===== src/rtl/fp_pkg.sv =====
// Shared floating-point types, constants and field helpers.
// Used by fp_mul_seq and main_div.
package fp_pkg;

    localparam int EXP_W  = 8;
    localparam int MANT_W = 23;
    localparam int DATA_W = 1 + EXP_W + MANT_W;
    localparam int BIAS   = (1 << (EXP_W - 1)) - 1;

    localparam logic [DATA_W-1:0] QNAN = 32'h7FC00000;

    typedef enum logic [2:0] {
        IDLE,
        UNPACK,
        MULT,
        NORM,
        DONE
    } state_t;

    typedef struct packed {
        logic              sign;
        logic [EXP_W-1:0]  exp;
        logic [MANT_W-1:0] frac;
    } fp_t;

    function automatic fp_t fp_unpack(input logic [DATA_W-1:0] x);
        return fp_t'(x);
    endfunction

    // Denormals are flushed, so a zero exponent means zero.
    function automatic logic fp_is_zero(input logic [EXP_W-1:0] e);
        return e == '0;
    endfunction

    function automatic logic fp_is_inf(
        input logic [EXP_W-1:0]  e,
        input logic [MANT_W-1:0] f
    );
        return (&e) && (f == '0);
    endfunction

    function automatic logic fp_is_nan(
        input logic [EXP_W-1:0]  e,
        input logic [MANT_W-1:0] f
    );
        return (&e) && (f != '0);
    endfunction

endpackage


===== src/rtl/fp_mant_shiftadd.sv =====
// Shift-add mantissa multiplier, one multiplier bit per clock.
// start loads operands; done marks the edge of the final step.
module fp_mant_shiftadd #(
    parameter int W = 24
) (
    input  logic           clk,
    input  logic           rst,
    input  logic           start,
    input  logic [W-1:0]   mcand,
    input  logic [W-1:0]   mplier,
    output logic           busy,
    output logic           done,
    output logic [2*W-1:0] prod
);

    localparam int CW = $clog2(W);

    logic [2*W-1:0] mc_q;
    logic [W-1:0]   mp_q;
    logic [2*W-1:0] acc_q;
    logic [CW-1:0]  cnt_q;
    logic           busy_q;

    assign busy = busy_q;
    assign done = busy_q && (cnt_q == CW'(W - 1));
    assign prod = acc_q;

    // Load on start, then add the shifted multiplicand per set bit.
    always_ff @(posedge clk) begin
        if (rst) begin
            mc_q   <= '0;
            mp_q   <= '0;
            acc_q  <= '0;
            cnt_q  <= '0;
            busy_q <= 1'b0;
        end else if (start) begin
            mc_q   <= {{W{1'b0}}, mcand};
            mp_q   <= mplier;
            acc_q  <= '0;
            cnt_q  <= '0;
            busy_q <= 1'b1;
        end else if (busy_q) begin
            acc_q <= acc_q + (mp_q[0] ? mc_q : '0);
            mc_q  <= mc_q << 1;
            mp_q  <= mp_q >> 1;
            cnt_q <= cnt_q + 1'b1;
            if (done) begin
                busy_q <= 1'b0;
            end
        end
    end

endmodule


===== src/rtl/fp_mul_seq.sv =====
// Iterative single-precision multiplier with valid/ready handshakes.
// Define FP_MUL_RNE_EN for round-to-nearest-even; default truncates.
module fp_mul_seq #(
    parameter int DATA_WIDTH = 32,
    parameter int EXP_W      = 8,
    parameter int MANT_W     = 23
) (
    input  logic                  clk,
    input  logic                  rst,
    input  logic [DATA_WIDTH-1:0] a,
    input  logic [DATA_WIDTH-1:0] b,
    input  logic                  in_valid,
    output logic                  in_ready,
    output logic [DATA_WIDTH-1:0] m,
    output logic                  overflow,
    output logic                  underflow,
    output logic                  out_valid,
    input  logic                  out_ready
);

    import fp_pkg::*;

    localparam int W  = MANT_W + 1;
    localparam int PW = 2 * W;
    localparam int EW = EXP_W + 2;

    localparam logic signed [EW-1:0] E_MAX  = EW'((1 << EXP_W) - 1);
    localparam logic signed [EW-1:0] E_BIAS = EW'(BIAS);
    localparam logic signed [EW-1:0] E_ZERO = '0;

    state_t state_q;
    state_t state_d;

    fp_t a_q;
    fp_t b_q;

    logic                  sign_q;
    logic signed [EW-1:0]  exp_q;
    logic                  spec_q;
    logic [DATA_WIDTH-1:0] spec_m_q;
    logic [DATA_WIDTH-1:0] m_q;
    logic                  ov_q;
    logic                  un_q;

    logic a_zero, a_inf, a_nan;
    logic b_zero, b_inf, b_nan;
    logic c_nan, c_inf, c_zero;
    logic special;
    logic s;
    logic signed [EW-1:0] exp_sum;
    logic [DATA_WIDTH-1:0] spec_m;

    logic           mul_start;
    logic           mul_busy;
    logic           mul_done;
    logic [PW-1:0]  prod;

    logic                 hi;
    logic signed [EW-1:0] e_n;
    logic signed [EW-1:0] e_r;
    logic [MANT_W-1:0]    frac_t;
    logic [MANT_W-1:0]    frac_r;

    logic [DATA_WIDTH-1:0] res_m;
    logic                  res_ov;
    logic                  res_un;

    logic unused_busy;

    assign a_zero = fp_is_zero(a_q.exp);
    assign b_zero = fp_is_zero(b_q.exp);
    assign a_inf  = fp_is_inf(a_q.exp, a_q.frac);
    assign b_inf  = fp_is_inf(b_q.exp, b_q.frac);
    assign a_nan  = fp_is_nan(a_q.exp, a_q.frac);
    assign b_nan  = fp_is_nan(b_q.exp, b_q.frac);

    assign c_nan  = a_nan | b_nan | (a_inf & b_zero) | (b_inf & a_zero);
    assign c_inf  = (a_inf | b_inf) & ~c_nan;
    assign c_zero = (a_zero | b_zero) & ~c_nan & ~c_inf;

    assign special = c_nan | c_inf | c_zero;
    assign s       = a_q.sign ^ b_q.sign;
    assign exp_sum = $signed({2'b00, a_q.exp})
                   + $signed({2'b00, b_q.exp})
                   - E_BIAS;

    // Canned result for operands that bypass the multiplier.
    always_comb begin
        spec_m = '0;
        unique case (1'b1)
            c_nan:   spec_m = QNAN;
            c_inf:   spec_m = {s, {EXP_W{1'b1}}, {MANT_W{1'b0}}};
            c_zero:  spec_m = {s, {(DATA_WIDTH-1){1'b0}}};
            default: spec_m = '0;
        endcase
    end

    assign mul_start   = (state_q == UNPACK) && !special;
    assign unused_busy = mul_busy;

    fp_mant_shiftadd #(
        .W (W)
    ) u_core (
        .clk    (clk),
        .rst    (rst),
        .start  (mul_start),
        .mcand  ({1'b1, a_q.frac}),
        .mplier ({1'b1, b_q.frac}),
        .busy   (mul_busy),
        .done   (mul_done),
        .prod   (prod)
    );

    assign hi     = prod[PW-1];
    assign e_n    = exp_q + $signed({{(EW-1){1'b0}}, hi});
    assign frac_t = hi ? prod[PW-2 -: MANT_W] : prod[PW-3 -: MANT_W];

`ifdef FP_MUL_RNE_EN
    logic               g_bit;
    logic               r_bit;
    logic               st_bit;
    logic               inc;
    logic [MANT_W+1:0]  rnd;

    assign g_bit  = hi ? prod[W-1] : prod[W-2];
    assign r_bit  = hi ? prod[W-2] : prod[W-3];
    assign st_bit = hi ? (|prod[W-3:0]) : (|prod[W-4:0]);
    assign inc    = g_bit & (r_bit | st_bit | frac_t[0]);
    assign rnd    = {2'b01, frac_t} + {{(MANT_W+1){1'b0}}, inc};
    assign frac_r = rnd[MANT_W+1] ? '0 : rnd[MANT_W-1:0];
    assign e_r    = e_n + $signed({{(EW-1){1'b0}}, rnd[MANT_W+1]});
`else
    logic unused_tail;

    assign unused_tail = |prod[W-2:0];
    assign frac_r      = frac_t;
    assign e_r         = e_n;
`endif

    // Pack the result and saturate to inf or zero on exponent range.
    always_comb begin
        res_m  = {sign_q, e_r[EXP_W-1:0], frac_r};
        res_ov = 1'b0;
        res_un = 1'b0;
        if (spec_q) begin
            res_m = spec_m_q;
        end else if (e_r >= E_MAX) begin
            res_m  = {sign_q, {EXP_W{1'b1}}, {MANT_W{1'b0}}};
            res_ov = 1'b1;
        end else if (e_r <= E_ZERO) begin
            res_m  = {sign_q, {(DATA_WIDTH-1){1'b0}}};
            res_un = 1'b1;
        end
    end

    // State register.
    always_ff @(posedge clk) begin
        if (rst) begin
            state_q <= IDLE;
        end else begin
            state_q <= state_d;
        end
    end

    // Next state; specials skip MULT and just pick up the canned result in NORM.
    always_comb begin
        state_d = state_q;
        unique case (state_q)
            IDLE:    if (in_valid) state_d = UNPACK;
            UNPACK:  state_d = special ? NORM : MULT;
            MULT:    if (mul_done) state_d = NORM;
            NORM:    state_d = DONE;
            DONE:    if (out_ready) state_d = IDLE;
            default: state_d = IDLE;
        endcase
    end

    // Operand capture, unpack results and the held output word.
    always_ff @(posedge clk) begin
        if (rst) begin
            a_q      <= '0;
            b_q      <= '0;
            sign_q   <= 1'b0;
            exp_q    <= '0;
            spec_q   <= 1'b0;
            spec_m_q <= '0;
            m_q      <= '0;
            ov_q     <= 1'b0;
            un_q     <= 1'b0;
        end else begin
            case (state_q)
                IDLE: begin
                    if (in_valid) begin
                        a_q <= fp_unpack(a);
                        b_q <= fp_unpack(b);
                    end
                end
                UNPACK: begin
                    sign_q   <= s;
                    exp_q    <= exp_sum;
                    spec_q   <= special;
                    spec_m_q <= spec_m;
                end
                NORM: begin
                    m_q  <= res_m;
                    ov_q <= res_ov;
                    un_q <= res_un;
                end
                default: ;
            endcase
        end
    end

    assign in_ready  = (state_q == IDLE);
    assign out_valid = (state_q == DONE);
    assign m         = m_q;
    assign overflow  = ov_q;
    assign underflow = un_q;

endmodule


===== config.mk =====
export PLATFORM = sky130hd
export DESIGN_NAME = fp_mul_seq
export DESIGN_NICKNAME = d
export VERILOG_FILES = /design/src/rtl/fp_pkg.sv /design/src/rtl/fp_mant_shiftadd.sv /design/src/rtl/fp_mul_seq.sv
export SDC_FILE = /design/constraint.sdc
export NUM_CORES = 1
export LEC_CHECK = 0
export ABC_AREA = 0
export CAP_MARGIN = 20
export CORE_UTILIZATION = 55
export DETAILED_ROUTE_END_ITERATION = 10
export HOLD_SLACK_MARGIN = 0.02
export PLACE_DENSITY = 0.74
export SLEW_MARGIN = 40
export SYNTH_ARGS = -nofsm -noshare
export SYNTH_HDL_FRONTEND = slang
export SYNTH_SLANG_ARGS = --single-unit

===== constraint.sdc =====
create_clock -name clk -period 4.81 [get_ports clk]
set_clock_uncertainty 0.15 [all_clocks]
set_input_delay 0.7215 -clock clk [delete_from_list [all_inputs] [get_ports clk]]
set_output_delay 0.7215 -clock clk [all_outputs]
set_load 0.02 [all_outputs]

* Word-level counts from Yosys, hierarchy flattened
Index checks and enable logic that the tools add are counted.
W data, S select, Z words.
** Storage, ports and cells
- Register bits :: 271
- Input bits :: 68
- Output and inout bits :: 36
- Logic and storage cells :: 93
** Operators by class
- Add/sub/neg operators :: 5
- $lt $le $gt $ge :: 2
- Equal/unequal tests :: 8
- Multiplexer cells :: 23
- Bitwise logic cells :: 15
- Reduce and logical (&&, ||, !) cells :: 20
** Operators by type and width (count)
- $mux W24 :: 4
- $pmux W32 S3 :: 1
- $mux W31 :: 2
- $add A48 B48 Y48 :: 1
- $mux W48 :: 1
- $logic_not A23 Y1 :: 2
- $reduce_bool A23 Y1 :: 2
- $mux W32 :: 1
- $mux W23 :: 1
- $logic_not A8 Y1 :: 2
- $reduce_and A8 Y1 :: 2
- $pmux W3 S5 :: 1
- $add A10 B2 Y10 :: 1
- $ge A10 B9 Y1 const B :: 1
- $le A10 B1 Y1 const B :: 1
- $sub A9 B7 Y10 const B :: 1
- $add A8 B8 Y9 :: 1
- $mux W1 :: 9
- $mux W3 :: 3
- $or A1 B1 Y1 :: 7
- $eq A3 B2 Y1 const B :: 2
- $logic_and A1 B1 Y1 :: 6
- $add A5 B1 Y5 const B :: 1
- $and A1 B1 Y1 :: 5
- 13 further kinds :: 15

* Logic depth before layout (Yosys ltp)
- Depth after elaboration :: 13
- Mapped depth :: 14
- Gate-level depth less buffers :: 13

* Hierarchy
From an unflattened synthesis, not the netlist that was laid out.
** Second synthesis, totals
- Cells, all modules :: 1636
- Area total of the unflattened synthesis :: 13362.8 sq um
** By module, submodules not included
- fp_mant_shiftadd :: times used 1, cells each 970, area each 7932.6 sq um, sequential area each 2522.4 sq um
- fp_mul_seq :: times used 1, cells each 666, area each 5430.2 sq um, sequential area each 2322.2 sq um

* Worst setup path after synthesis
No wires, ideal clock.
- Kind :: register -> register
- From :: register u_core.mp_q[0]
- To :: register u_core.acc_q[46], in the netlist u_core.prod[46]
- Library setup time :: 0.059 ns
- Arrival time :: 3.134 ns
- Required time :: 4.601 ns
- Path slack :: 1.466 ns
- Cell stages (with the launch flop) :: 14
- Buffers on the path :: 1
- Period minus slack after synthesis :: 3.344 ns
- Cell sequence :: dfxtp_1 > clkbuf_1 > and2_1 > ha_1 > fa_1 > a21o_1 > a221o_1 > a211oi_1 > nor3_1 > nor3_2 > o31ai_4 > a31oi_1 > mux2_1 > nand2_1
** Between the ends
- Longest elaborated chain between the ends :: 2
** Ends and longest elaborated chain
- start, declared :: line fp_mant_shiftadd.sv:19 : logic [W-1:0] mp_q;
- start signal, assigned :: line fp_mant_shiftadd.sv:38 : mp_q <= mplier;
- start signal, assigned :: line fp_mant_shiftadd.sv:45 : mp_q <= mp_q >> 1;
- $mux W48 :: line fp_mant_shiftadd.sv:43 : acc_q <= acc_q + (mp_q[0] ? mc_q : '0);
- $add A48 B48 Y48 :: line fp_mant_shiftadd.sv:43
- end signal, assigned :: line fp_mant_shiftadd.sv:43
- end, declared :: line fp_mant_shiftadd.sv:20 : logic [2*W-1:0] acc_q;
No other way between the ends.
A chain may end at the register's enable or synchronous reset.

* Final worst setup path
Same ends and word-level chain as after synthesis.

==> results.toml <==
[power_and_ir_drop]
p_seq_share_pct = 44.4
design_power_total_mw = 5.30
cellLeakagePower_nw = 5.66
p_per_area_mw_per_mm2 = 355
combPwrFrac_pct = 17.6
swShare_pct = 29.5
p_sw_mw = 1.56
p_clk_share_pct = 38.1
irDropWorstVdd_uv = 264
p_int_mw = 3.74

[clock_tree]
postCtsHoldBufs = 0
cts_setup_buffers = 0
ctsResizeCount = 0
cts_num_sinks = 242
clk_path_buf_depth = 3
cts_made_buffers = 26
htreeDepth = 1
clockRootBuffer = "clkbuf_16"
cts_tree = "yes"
clk_pin_slew_worst_paths_ns = 0.06
clk-insertion-delay-late_ns = 0.54

[route]
dr.first_iter.drc_count = 690
via_count = 11000
finalWirelength_microns = 29900
avgViaCountPerCell = 5.66
drc = 0
wire_per_inst_microns = 15.4
detail_route.first_pass.iterations = 7
ant_nets = 0

[synth]
ys_warn_count = 0
syn_inst = 1570
synth_edf_count = 0
ys_ff_latch = 242
syn-mean-instance-area_sq_um = 8.21
synth.most_common_cell = "dfxtp_1"
synth.net_count = 1705
synth_flop_cell = "dfxtp_1"
ys_top_cells_by_area = "dfxtp_1 (38%), mux2i_1 (10%), nand2_1 (7.0%)"
synthDistinctLibCells = 70
yosys.area.top_type_share_pct = 37.6
async_flop_share_pct = 0
yosys-top-cells-count = "dfxtp_1 (242), nand2_1 (240), nor2_1 (167)"
seq_area_frac_synth_pct = 37.6
syn_area_sq_mm = 0.0129
synth_area_leader_cell = "dfxtp_1"

[cells_and_area]
drive_gt1_share_pct = 4.79
fin_cells = 1942
nFillCells = 1937
area_delta_synth_final_pct = 15.8
fin_nets = 1745
utilization_pct = 65.5
antenna_cells = 0

[worst_setup_path]
critPathArrivalTime_ns = 4.24
critical_path_class = "reg -> reg"
crit_path_start_kind = "register"
critical_path.max_stage_delay_ns = 0.42
path_buf_inv = 1
end_kind = "register"
critPathTopFamily = "compound AO/OA/AOI/OAI gates"
worst-path-max-fanout = 23
required_ns = 5.14
cp_cell_sequence = "buf_4 -> and2_1 -> ha_1 -> fa_1 -> a21o_1 -> a221o_1 -> a211oi_1 -> nor3_1 -> nor3_2 -> o31ai_4 -> a31oi_1 -> mux2_1 -> nand2_1"
critPathSlowestCell = "dfxtp_1"

[global_route]
grt.overflow.total = 0
grt_start_max_net_pins = 98
grt_pass1_wl_microns = 50400
grt_pass1_vias = 10300
grtUsageTotal_pct = 25.0
antenna_found_initial = 0

[placed_design]
place_congestion = 0.918
place_ws_ns = 0.898
io_buffers = 103
dp_hpwl_microns = 21100
dp.cells = 1895

[timing]
hold_viol_final = 0
fin_ws_ns = 0.901
rsz0062_at_grt = "false"
max_slew.worst_pin.slew_ns = 0.840
final-setup-viol-count = 0
period_needed_ns = 3.91
report.final.slew_viol_count = 0
setup_total_negative_slack_ns = 0
timing.final.crit_share_pct = 81.3
max_freq_mhz = 256
slew_headroom_pct = 44.0

[worst_hold_path]
hp-class = "reg -> reg"

[floorplanning]
die_y_microns = 155
rows = 55
start_util_pct = 56.6
die_area_sq_mm = 0.0240
core-area_sq_mm = 0.0228
num_io_pins = 104
die_w_microns = 155

[flow_run]
max_cap_violations = 0

[run_status]
outcome = "complete, no violations"
-- through the flow --
stage,hold slack (ns),instance area (sq um)
global route,0.323,14900
detailed placement,0.291,14000
global placement,0.285,14000
floorplan,0.282,12900
finish,0.298,14900
CTS,0.304,14900
-- cells in the final DEF, fill, tap and decap left out, drive strengths merged, types with 50 or more instances in the layout --
master         netlist  layout
ha                  65      65
nor2               167     167
and2                50      50
mux2i              132     132
a21oi              148     148
dfxtp              242     242
o21ai               62      62
nand2              240     240
a211oi              59      59
clkdlybuf4s50        0     102
-- routing by layer --
layer	wire length, microns	global-route usage, %	vias up
met2	13500	40.6	230
met4	504	5.99	0
met3	1180	2.62	34
li1	-	-	5607
met1	14600	35.5	5114
met5	0	0	-
-- power groups by stage --
| stage | clock [mW] | sequential, mW | combinational (mW) |
|---|---|---|---|
| after global placement | 0 | 2.39 | 0.913 |
| final | 2.02 | 2.35 | 0.930 |
| after global routing | 2.13 | 2.38 | 1.04 |
| after detailed placement | 0 | 2.39 | 0.926 |
| after CTS | 2.05 | 2.35 | 0.934 |
| after floorplan | 0 | 2.31 | 0.730 |
-- kinds of logic after synthesis --
family                   synth area share [%]
AND/OR/NAND/NOR                          20.5
adder cells (fa/ha/maj)                  6.62
XOR/XNOR                                 3.60
flip-flops                               37.6
AO/OA/AOI/OAI                            17.6
buffers and inverters                    3.71
multiplexers                             10.3
-- path summary, 6_finish.rpt --
check / slack [ns] / cells after the start / from / to
max reg2reg: 0.90 / 13 / u_core.mp_q[0] / u_core.prod[46]
min: 0.30 / 2 / m[17] / m[17]
max: 0.90 / 13 / u_core.mp_q[0] / u_core.prod[46]
min reg2reg: 0.30 / 2 / m[17] / m[17]
-- tightest hold or removal path: cells and delay by family, from the launching register on --
| family | cells | cell delay (ns) |
|---|---|---|
| simple gates | 1 | 0.04 |
| compound gates | 1 | 0.05 |
| flops | 1 | 0.32 |
-- state kept, by name (all words and copies together) (netlist names) --
register	cells
spec_q	1
overflow	1
b_q	32
spec_m_q	3
u_core.mc_q	48
u_core.prod	48
exp_q	10
u_core.mp_q	24
a_q	32
sign_q	1
state_q	3
u_core.cnt_q	5
underflow	1
u_core.busy	1
m	32
-- final cells by class --
class | count | area (sq um) | share of cell area (%)
inverter | 23 | 86.3 | 0.579
tap | 313 | 392 | 2.62
clock buffer | 33 | 727 | 4.87
clock inverter | 14 | 156 | 1.05
timing repair buffer | 114 | 1120 | 7.52
sequential | 242 | 4850 | 32.5
multi-input combinational | 1203 | 7590 | 50.9
Power figures use the tool's default switching activity.
